--- config.mk ---
export PLATFORM = sky130hd
export DESIGN_NAME = rv_iommu_axi4_bc_err_resp
export DESIGN_NICKNAME = d
export VERILOG_FILES = /design/src/rtl/rv_iommu_axi4_bc_err_resp.sv
export SDC_FILE = /design/constraint.sdc
export NUM_CORES = 1
export LEC_CHECK = 0
export ABC_AREA = 1
export BUFFER_PORTS_ARGS = -buffer_cell sky130_fd_sc_hd__buf_2
export CAP_MARGIN = 15
export CORE_ASPECT_RATIO = 1.75
export CORE_UTILIZATION = 41
export CTS_CLUSTER_DIAMETER = 100
export DETAILED_ROUTE_END_ITERATION = 10
export GPL_TIMING_DRIVEN = 1
export PLACE_DENSITY = 0.9
export SLEW_MARGIN = 20
export SYNTH_ARGS = -nofsm -noshare
export SYNTH_HDL_FRONTEND = slang
export SYNTH_SLANG_ARGS = --single-unit
--- constraint.sdc ---
create_clock -name clk_i -period 1.4 [get_ports clk_i]
set_input_delay 0.07 -clock clk_i [delete_from_list [all_inputs] [get_ports clk_i]]
set_output_delay 0.07 -clock clk_i [all_outputs]
set_load 0.01 [all_outputs]
--- src/rtl/rv_iommu_axi4_bc_err_resp.sv ---
// AXI4 error responder for requests flagged by the 4-KiB boundary checker.
// Optional per-channel saturating error counters under `RV_IOMMU_BC_ERR_CNT_EN.
module rv_iommu_axi4_bc_err_resp #(
    parameter int unsigned ID_WIDTH   = 4,
    parameter int unsigned DATA_WIDTH = 64,
    parameter logic [1:0]  RESP_VAL   = 2'b10
`ifdef RV_IOMMU_BC_ERR_CNT_EN
    ,
    parameter int unsigned CNT_WIDTH  = 16
`endif
) (
    input  logic                  clk_i,
    input  logic                  rst_ni,
    input  logic                  rd_err_valid_i,
    output logic                  rd_err_ready_o,
    input  logic [ID_WIDTH-1:0]   rd_err_id_i,
    input  logic [7:0]            rd_err_len_i,
    output logic                  r_valid_o,
    input  logic                  r_ready_i,
    output logic [ID_WIDTH-1:0]   r_id_o,
    output logic [DATA_WIDTH-1:0] r_data_o,
    output logic [1:0]            r_resp_o,
    output logic                  r_last_o,
    input  logic                  wr_err_valid_i,
    output logic                  wr_err_ready_o,
    input  logic [ID_WIDTH-1:0]   wr_err_id_i,
    input  logic                  w_valid_i,
    input  logic                  w_last_i,
    output logic                  w_ready_o,
    output logic                  b_valid_o,
    input  logic                  b_ready_i,
    output logic [ID_WIDTH-1:0]   b_id_o,
    output logic [1:0]            b_resp_o
`ifdef RV_IOMMU_BC_ERR_CNT_EN
    ,
    output logic [CNT_WIDTH-1:0]  rd_err_cnt_o,
    output logic [CNT_WIDTH-1:0]  wr_err_cnt_o
`endif
);

    localparam logic [0:0] R_IDLE  = 1'b0;
    localparam logic [0:0] R_BEATS = 1'b1;

    localparam logic [1:0] W_IDLE  = 2'd0;
    localparam logic [1:0] W_DRAIN = 2'd1;
    localparam logic [1:0] W_RESP  = 2'd2;

    logic [0:0]          r_rd_state, w_rd_state_nxt;
    logic [ID_WIDTH-1:0] r_rd_id, w_rd_id_nxt;
    logic [7:0]          r_beat_cnt, w_beat_cnt_nxt;

    logic [1:0]          r_wr_state, w_wr_state_nxt;
    logic [ID_WIDTH-1:0] r_wr_id, w_wr_id_nxt;

    always_ff @(posedge clk_i) begin
        if (!rst_ni) begin
            r_rd_state <= R_IDLE;
            r_rd_id    <= '0;
            r_beat_cnt <= '0;
            r_wr_state <= W_IDLE;
            r_wr_id    <= '0;
        end else begin
            r_rd_state <= w_rd_state_nxt;
            r_rd_id    <= w_rd_id_nxt;
            r_beat_cnt <= w_beat_cnt_nxt;
            r_wr_state <= w_wr_state_nxt;
            r_wr_id    <= w_wr_id_nxt;
        end
    end

    // Read path: beat_cnt holds beats remaining after the current one.
    always_comb begin
        w_rd_state_nxt = r_rd_state;
        w_rd_id_nxt    = r_rd_id;
        w_beat_cnt_nxt = r_beat_cnt;
        case (r_rd_state)
            R_IDLE: begin
                if (rd_err_valid_i) begin
                    w_rd_state_nxt = R_BEATS;
                    w_rd_id_nxt    = rd_err_id_i;
                    w_beat_cnt_nxt = rd_err_len_i;
                end
            end
            R_BEATS: begin
                if (r_ready_i) begin
                    if (r_beat_cnt == 8'd0) begin
                        w_rd_state_nxt = R_IDLE;
                    end else begin
                        w_beat_cnt_nxt = r_beat_cnt - 8'd1;
                    end
                end
            end
            default: w_rd_state_nxt = R_IDLE;
        endcase
    end

    // Write path: burst length is ignored, only WLAST ends the drain.
    always_comb begin
        w_wr_state_nxt = r_wr_state;
        w_wr_id_nxt    = r_wr_id;
        case (r_wr_state)
            W_IDLE: begin
                if (wr_err_valid_i) begin
                    w_wr_state_nxt = W_DRAIN;
                    w_wr_id_nxt    = wr_err_id_i;
                end
            end
            W_DRAIN: begin
                if (w_valid_i && w_last_i) begin
                    w_wr_state_nxt = W_RESP;
                end
            end
            W_RESP: begin
                if (b_ready_i) begin
                    w_wr_state_nxt = W_IDLE;
                end
            end
            default: w_wr_state_nxt = W_IDLE;
        endcase
    end

    assign rd_err_ready_o = (r_rd_state == R_IDLE);
    assign r_valid_o      = (r_rd_state == R_BEATS);
    assign r_id_o         = r_rd_id;
    assign r_data_o       = '0;
    assign r_resp_o       = (r_rd_state == R_BEATS) ? RESP_VAL : 2'b00;
    assign r_last_o       = (r_rd_state == R_BEATS) && (r_beat_cnt == 8'd0);

    assign wr_err_ready_o = (r_wr_state == W_IDLE);
    assign w_ready_o      = (r_wr_state == W_DRAIN);
    assign b_valid_o      = (r_wr_state == W_RESP);
    assign b_id_o         = r_wr_id;
    assign b_resp_o       = (r_wr_state == W_RESP) ? RESP_VAL : 2'b00;

`ifdef RV_IOMMU_BC_ERR_CNT_EN
    logic                 w_rd_acc, w_wr_acc;
    logic [CNT_WIDTH-1:0] r_rd_cnt, r_wr_cnt;

    assign w_rd_acc = rd_err_valid_i && (r_rd_state == R_IDLE);
    assign w_wr_acc = wr_err_valid_i && (r_wr_state == W_IDLE);

    // Saturating counters of accepted error requests.
    always_ff @(posedge clk_i) begin
        if (!rst_ni) begin
            r_rd_cnt <= '0;
            r_wr_cnt <= '0;
        end else begin
            if (w_rd_acc && (r_rd_cnt != {CNT_WIDTH{1'b1}})) begin
                r_rd_cnt <= r_rd_cnt + CNT_WIDTH'(1);
            end
            if (w_wr_acc && (r_wr_cnt != {CNT_WIDTH{1'b1}})) begin
                r_wr_cnt <= r_wr_cnt + CNT_WIDTH'(1);
            end
        end
    end

    assign rd_err_cnt_o = r_rd_cnt;
    assign wr_err_cnt_o = r_wr_cnt;
`endif

endmodule

After elaboration in Yosys (flattened, before gate mapping)
Cells that the tools add are included.
{"block": "classes", "n_reduce_logical": 8, "muxes": 14, "addsub": 1, "n_eq_ne": 8, "n_bitwise": 1}
{"operator": "8-bit two-way mux", "count": 3}
{"operator": "8-bit case mux with 2 select lines", "count": 1}
{"operator": "2-bit two-way mux", "count": 5}
{"operator": "8-bit zero test", "count": 1}
{"operator": "2-bit inequality test (second input constant)", "count": 4}
{"operator": "8-bit by 1-bit subtractor with 8-bit output (second input constant)", "count": 1}
{"operator": "2-bit case mux with 3 select lines", "count": 1}
{"operator": "3-bit AND reduction", "count": 2}
{"operator": "2-bit by 1-bit inequality test with 1-bit output (second input constant)", "count": 2}
{"operator": "2-bit AND reduction", "count": 2}
{"operator": "1-bit two-way mux", "count": 3}
{"operator": "2-bit by 1-bit == test with 1-bit output (second input constant)", "count": 1}
{"operator": "2-bit == test (second input constant)", "count": 1}
{"operator": "1-bit logical AND", "count": 2}
{"operator": "2-bit zero test", "count": 1}
{"operator": "1-bit case mux with 2 select lines", "count": 1}
{"operator": "1-bit inverter", "count": 1}
{"block": "word_totals", "regBits": 19}

Logic depth before layout (Yosys ltp)
Gate-level depths: netlist of run 1.
{"block": "depth", "ltp_word": 4, "ltp_mapped": 8, "mapped_depth_nobuf": 8}

Worst setup path after synthesis of run 1
No wires, ideal clock.
{"block": "synth_path", "kind": "register to register", "startpoint": "reg r_beat_cnt[0]", "endpoint": "reg r_beat_cnt[2]", "setup_slack_ps": 91, "n_path_buf": 0, "path_stages_with_launch": 8, "t_arrival_ps": 1190, "t_required_ps": 1282, "cell_sequence": "dfxtp_1 inv_1 ha_1 nand3_1 o21bai_4 nand2_4 o21ai_1 a21oi_1"}
{"block": "synth_via", "elab_chain_len": 4, "word_cells_on_any_way": 7, "classes_between": "add/sub: 1; eq/ne: 1; mux: 3; reduce/logical: 2"}
{"element": "start: declaration", "line": "50", "text": "logic [7:0] r_beat_cnt, w_beat_cnt_nxt;"}
{"element": "start signal: assignment", "line": "65", "text": "r_beat_cnt <= w_beat_cnt_nxt;"}
{"element": "8-bit by 1-bit subtractor with 8-bit output", "line": "89", "text": "w_beat_cnt_nxt = r_beat_cnt - 8'd1;"}
{"element": "8-bit two-way mux", "line": "86", "text": "if (r_beat_cnt == 8'd0) begin"}
{"element": "8-bit two-way mux", "line": "85", "text": "if (r_ready_i) begin"}
{"element": "8-bit case mux with 2 select lines", "line": "76", "text": "case (r_rd_state)"}
Several ways; a longest one is shown, not always the timed one. The select of a mux whose other input is x is not followed.
A chain may end at the register's enable or synchronous reset.

Worst setup path after layout of run 1
{"block": "layout_path", "startpoint": "reg r_beat_cnt[0]", "endpoint": "reg r_beat_cnt[6]"}
The elaborated chain is that of the path after synthesis.

==> flow_summary.json, run 1 <==
{
  "critPathLaunch": "r_beat_cnt[0]",
  "pre_cts_ws_ps": -31.3,
  "status": "finished clean",
  "start_util": 0.437,
  "utilization": 0.465,
  "fin_skew_ps": 7.05,
  "rows": 28,
  "ys_seq_elements": 19,
  "synth.top_cell.area_share": 0.342,
  "netlist.top_cell.by_area": "buf_4",
  "met1Wirelength_um": 1020,
  "grt_overflow": 0,
  "r2r_end": "r_beat_cnt[6]",
  "cts.htree.levels": 1,
  "netSwitchingPower_mw": 0.614,
  "rr_worst_depth": 8,
  "switching_share": 0.382,
  "endpoint_kind": "flop",
  "synth.avg_cell_area_um2": 7.04,
  "pwr-share-comb": 0.356,
  "dpl.hpwl_um": 2330,
  "cts.path.max_buffers": 2,
  "grt_pass1_wl_um": 4420,
  "critPathMaxStageDelay_ps": 350,
  "antenna_found_initial": 0,
  "cts.clk_slew.worst_paths_ps": 80,
  "worstPathCellList": "inv_2, buf_4, ha_1, nand3_1, nand2_1, nand3_1, nand3_1, a21oi_1",
  "yosysSeqAreaShare": 0.251,
  "period_share": 0.958,
  "core_mm2": 0.00347,
  "ant_nets": 0,
  "worst_slack_ps": 58.7,
  "syn-instance-count": 215,
  "startpoint_type": "flop",
  "mostFrequentLayoutCell": "conb_1",
  "yosysWarnings": 0,
  "place.gp.congestion": 0.840,
  "drive_above_1_share": 0.253,
  "reg2reg_slack_ps": 60,
  "reg2reg_from": "r_beat_cnt[0]",
  "drtIter0Drc": 21,
  "crit_top_cell": "nand3_1",
  "leakagePower_nw": 0.872,
  "pin_count": 106,
  "cp_max_fo": 5,
  "grt_pass1_vias": 1101,
  "fmax_mhz": 746,
  "slew_viol_final": 0,
  "drc": 0,
  "insertion_delay_ps": 260,
  "crit_end": "r_beat_cnt[6]",
  "drt_wl_total_um": 3000,
  "netlist_area_mm2": 0.00151,
  "grt_max_degree": 14,
  "peakVddDrop_v": 0.000637,
  "port-buffer-count": 39,
  "die_x_um": 47.9,
  "die_h_um": 82.4,
  "synthDistinctLibCells": 26,
  "maxUsedRoutingLayer": "met4",
  "maxCapViolCount": 0,
  "drt_first_pass_iters": 4,
  "layout_common_cells": "conb_1 (66), buf_2 (39), nand2_1 (24), nor2_1 (23), nand3_1 (20)",
  "p_int_mw": 0.994,
  "power_frac_seq": 0.401,
  "wl_per_cell_um": 9.93,
  "hold_class": "in2reg",
  "yosys-top-cells-area": "buf_4 (34%), dfxtp_1 (25%), nand3_1 (6.9%)",
  "dieArea_mm2": 0.00395,
  "hold_viol": 0,
  "root_buffer": "clkbuf_8",
  "antennaDiodeCount": 0,
  "cts_made_buffers": 3,
  "powerDensity_mw_per_mm2": 998,
  "power_frac_clock": 0.243,
  "synthToLayoutAreaGrowth_pct": 6.45,
  "met2_length_um": 1650,
  "path_class": "reg2reg",
  "period_minus_slack_ps": 1340,
  "setup-violations-final": 0,
  "vias": 1309,
  "cts_tree": "done",
  "slowest_stage": "dfxtp_2",
  "arrival_ps": 1530,
  "worstPathRequired_ps": 1590,
  "via_per_inst": 4.33,
  "cts.sinks": 19,
  "grt_use_total": 0.156,
  "wl_met3_um": 209,
  "cts_hold_buffers": 0,
  "nNetsFinal": 284
}
sequential cells by signal, summed over array words and instances (netlist names):
signal      cells
r_beat_cnt      8
b_id_o          4
r_id_o          4
r_wr_state      2
r_valid_o       1
area by class of cell:
| type | count | area [µm²] |
|---|---|---|
| Fill cell | 356 | 1860 |
| Multi-Input combinational cell | 177 | 847 |
| Sequential cell | 19 | 383 |
| Timing Repair Buffer | 42 | 218 |
| Inverter | 15 | 58.8 |
| Tap cell | 45 | 56.3 |
| Clock buffer | 3 | 41.3 |
| Clock inverter | 1 | 7.51 |
logic make-up after synthesis:
kind of cell / share of synthesized area
mux: 0.00661
flops: 0.251
fa+ha+maj: 0.0165
xor+xnor: 0.00579
buf+inv: 0.387
other cells: 0.00248
simple gates: 0.239
compound gates: 0.0917
Yosys cell counts (all sizes together):
library cell and instances:
a21oi 10, buf 70, clkbuf 1, conb 1
dfxtp 19, ha 2, inv 15, mux2i 1
nand2 27, nand3 21, nand4 1, nor2 26
nor3 2, o21ai 14, o21bai 1, or2 3
xor2 1
critical path, delay by kind of cell, from the launching register on:
kind / cells / cell delay [ps]
buffers and inverters: 2 / 200
flip-flops: 1 / 350
AND/OR/NAND/NOR: 4 / 310
AO/OA/AOI/OAI: 1 / 140
adder cells (fa/ha/maj): 1 / 270
power groups by stage:
stage          clock, mW  sequential, mW  combinational, mW
2_1_floorplan          0           0.654              0.509
3_3_place_gp           0           0.648              0.508
3_5_place_dp           0           0.650              0.524
4_1_cts            0.404           0.640              0.529
5_1_grt            0.421           0.651              0.650
6_report           0.391           0.645              0.572
worst min path at each step:
stage                     end           start  depth (start not counted)
floorplan           r_id_o[0]  rd_err_id_i[0]                          2
CTS                 r_id_o[0]  rd_err_id_i[0]                          3
finish              r_id_o[0]  rd_err_id_i[0]                          3
detailed placement  r_id_o[0]  rd_err_id_i[0]                          3
global route        r_id_o[1]  rd_err_id_i[1]                          3
global placement    r_id_o[3]  rd_err_id_i[3]                          3
what timing repair did:
| item | in CTS | in global routing |
|---|---|---|
| pin swaps | 1 | 1 |
| buffers inserted | 1 | 0 |
| endpoints found under the setup margin | 5 | 9 |
| cloned | 0 | 2 |
| resized for setup | 7 | 5 |
per-stage QoR:
step	TNS (ps)	power (mW)	hold WS [ps]	cells	instance area, µm²
after floorplan	0	1.16	219	280	1760
after global placement	0	1.16	306	296	1510
after detailed placement	-67.3	1.17	319	296	1510
after CTS	0	1.57	43.4	300	1570
after global routing	-53.3	1.72	49.6	302	1610
final	0	1.61	44.2	302	1610
per-layer routing:
layer | track usage | vias up
met4 | 0.122 | 0
li1 | - | 637
met3 | 0.0217 | 10
met1 | 0.133 | 574
met2 | 0.293 | 88
met5 | 0 | -
No activity file was read; power rests on OpenSTA's default activity.
==> run 2, diff against run 1 <==
Settings changed: ABC_AREA 1 to not set, PLACE_DENSITY 0.9 to 0.91, REMOVE_ABC_BUFFERS set to 1.
==> run 2 against run 1 <==
Compared with the run above:
- the run now ends with negative setup slack left
- critical endpoint is now r_last_o
- critical path type is now reg2out
- power grew 5.4%
- combinational power up 12%
- clock power grew 1%
- register-to-register slack got worse by 80 ps
- count of clock-buffer cells in the layout is 1 higher
- final cell count down 8.9%
- highest routed layer unchanged
==> flow_summary.json, run 2 <==
{
  "synth.avg_cell_area_um2": 8.08,
  "r2r_end": "r_beat_cnt[2]",
  "path_class": "reg2out",
  "pwr-share-comb": 0.378,
  "hold_depth": 2,
  "place_area_mm2": 0.00149,
  "worstPathRequired_ps": 1330,
  "via_per_inst": 4.52,
  "layout_common_cells": "conb_1 (66), buf_2 (39), nor2_1 (16), dfxtp_1 (14)",
  "drive_above_1_share": 0.322,
  "netlist.top_cell.by_area": "buf_4",
  "core_mm2": 0.00340,
  "hold_ws_ps": 20.2,
  "yosysSeqAreaShare": 0.259,
  "top_register": "r_beat_cnt",
  "rows": 28,
  "fmax_mhz": 706,
  "maxCapViolCount": 0,
  "startpoint_type": "flop",
  "setup-violations-final": 3,
  "pre_cts_ws_ps": -71.2,
  "slowest_stage": "nor4_4",
  "worst_slack_ps": -17.3,
  "dieArea_mm2": 0.00384,
  "place.gp.congestion": 0.805,
  "dpl.hpwl_um": 2070,
  "cts_tree": "done",
  "netSwitchingPower_mw": 0.608,
  "mostFrequentLayoutCell": "conb_1",
  "synth.most_common_cell": "buf_4",
  "powerDensity_mw_per_mm2": 1000,
  "drt_wl_total_um": 3100,
  "slew_viol_final": 0,
  "netlist_area_mm2": 0.00147,
  "drt_first_pass_iters": 4,
  "instances_no_fill": 275,
  "min_from": "w_last_i",
  "holdPathEnd": "r_wr_state[0]",
  "synthDistinctLibCells": 34,
  "tightest_slew_ps": 555,
  "violations": "negative setup slack",
  "final_area_mm2": 0.00169,
  "fill_cells": 301,
  "period_minus_slack_ps": 1420,
  "ys_top_cells_by_count": "buf_4 (68), dfxtp_1 (19), nor2_1 (16)",
  "endpoint_kind": "output pin",
  "vias": 1244,
  "largest_reg_flops": 8,
  "leakagePower_nw": 0.868,
  "grt_pass1_vias": 1058,
  "grt_pass1_wl_um": 4400,
  "grt_overflow": 0,
  "ys_seq_elements": 19,
  "grt_max_degree": 17,
  "rr_worst_depth": 5,
  "switching_share": 0.359,
  "rsz0062_at_grt": "true",
  "nNetsFinal": 257,
  "drc": 0,
  "cts.path.max_buffers": 2,
  "critPathMaxStageDelay_ps": 350,
  "status": "finished with violations",
  "grt_use_total": 0.156,
  "arrival_ps": 1350,
  "drtIter0Drc": 33,
  "finalSetupTns_ps": -39.5,
  "port-buffer-count": 39,
  "yosysWarnings": 0,
  "syn-instance-count": 182,
  "cts.htree.levels": 1,
  "total_power_mw": 1.70,
  "critPathLaunch": "r_beat_cnt[6]",
  "antennaDiodeCount": 0,
  "async_reset_ff_frac": 0,
  "die_h_um": 81.2,
  "period_share": 1.01,
  "slew_headroom": 0.630,
  "dp.cells": 265,
  "utilization": 0.497,
  "cts.clk_slew.worst_paths_ps": 70,
  "peakVddDrop_v": 0.000796,
  "start_util": 0.433,
  "cts_made_buffers": 3,
  "synth.top_cell.area_share": 0.347,
  "worstPathCellList": "nor4_4, nand3_1, nor2_1, buf_2",
  "fin_skew_ps": 8.41,
  "root_buffer": "clkbuf_8",
  "hold_viol": 0,
  "synth-edff-count": 0,
  "wl_per_cell_um": 11.3,
  "ant_nets": 0,
  "power_frac_seq": 0.388,
  "pin_count": 106,
  "die_x_um": 47.3,
  "yosys-top-cells-area": "buf_4 (35%), dfxtp_1 (26%), mux2i_1 (6.8%)",
  "p_int_mw": 1.09,
  "cp_max_fo": 4,
  "synth-main-ff-cell": "dfxtp_1",
  "insertion_delay_ps": 260,
  "power_frac_clock": 0.234,
  "reg2reg_slack_ps": -20,
  "hold_class": "in2reg",
  "antenna_found_initial": 0,
  "cts.sinks": 19,
  "reg2reg_from": "r_beat_cnt[0]",
  "synthToLayoutAreaGrowth_pct": 15.0
}
[run 2: how the worst max path moves through the flow]
stage / endpoint / slack [ps] / cells after the start
5_1_grt: r_last_o / -90 / 4
3_3_place_gp: r_beat_cnt[0] / -40 / 4
6_report: r_last_o / -20 / 4
2_1_floorplan: r_beat_cnt[0] / -190 / 3
3_5_place_dp: r_beat_cnt[1] / -70 / 4
4_1_cts: r_last_o / -20 / 4
[run 2: layer usage]
| layer | share of wire | GRT usage |
|---|---|---|
| met3 | 0.083 | 0.0289 |
| met2 | 0.56 | 0.278 |
| met4 | 0.021 | 0.0771 |
| met1 | 0.33 | 0.164 |
| met5 | 0 | 0 |
[run 2: what timing repair did]
item                                    CTS  global route
pin swaps                                 1             4
endpoints found under the setup margin    6            10
cloned                                    1             0
hold endpoints to repair                  1             0
resized for setup                        10            16
hold buffers                              1             0
buffers inserted                          2             2
[run 2: logic make-up after synthesis]
kind of cell,after synthesis,share of synthesized area
other cells,1,0.00255
fa+ha+maj,2,0.0170
simple gates,40,0.138
buf+inv,81,0.386
flops,19,0.259
compound gates,29,0.129
mux,10,0.0681
[run 2: layout make-up]
class,count,area [µm²],share of cell area
flip-flops and latches,19,392,0.232
clock buffers,4,45.0,0.0266
well taps,45,56.3,0.0333
repair buffers,53,327,0.193
inverters,6,31.3,0.0185
multi-input cells,148,840,0.497
[run 2: critical path, delay by kind of cell, from the launching register on]
family        cells  cell delay (ps)
flops             1              340
buf+inv           1              150
simple gates      3              600
[run 2: power by group through the flow]
| stage | clock (mW) | combinational (mW) | sequential, mW |
|---|---|---|---|
| 3_5_place_dp | 0 | 0.512 | 0.645 |
| 6_report | 0.396 | 0.641 | 0.658 |
| 3_3_place_gp | 0 | 0.500 | 0.642 |
| 2_1_floorplan | 0 | 0.320 | 0.657 |
| 5_1_grt | 0.421 | 0.707 | 0.665 |
| 4_1_cts | 0.386 | 0.567 | 0.644 |
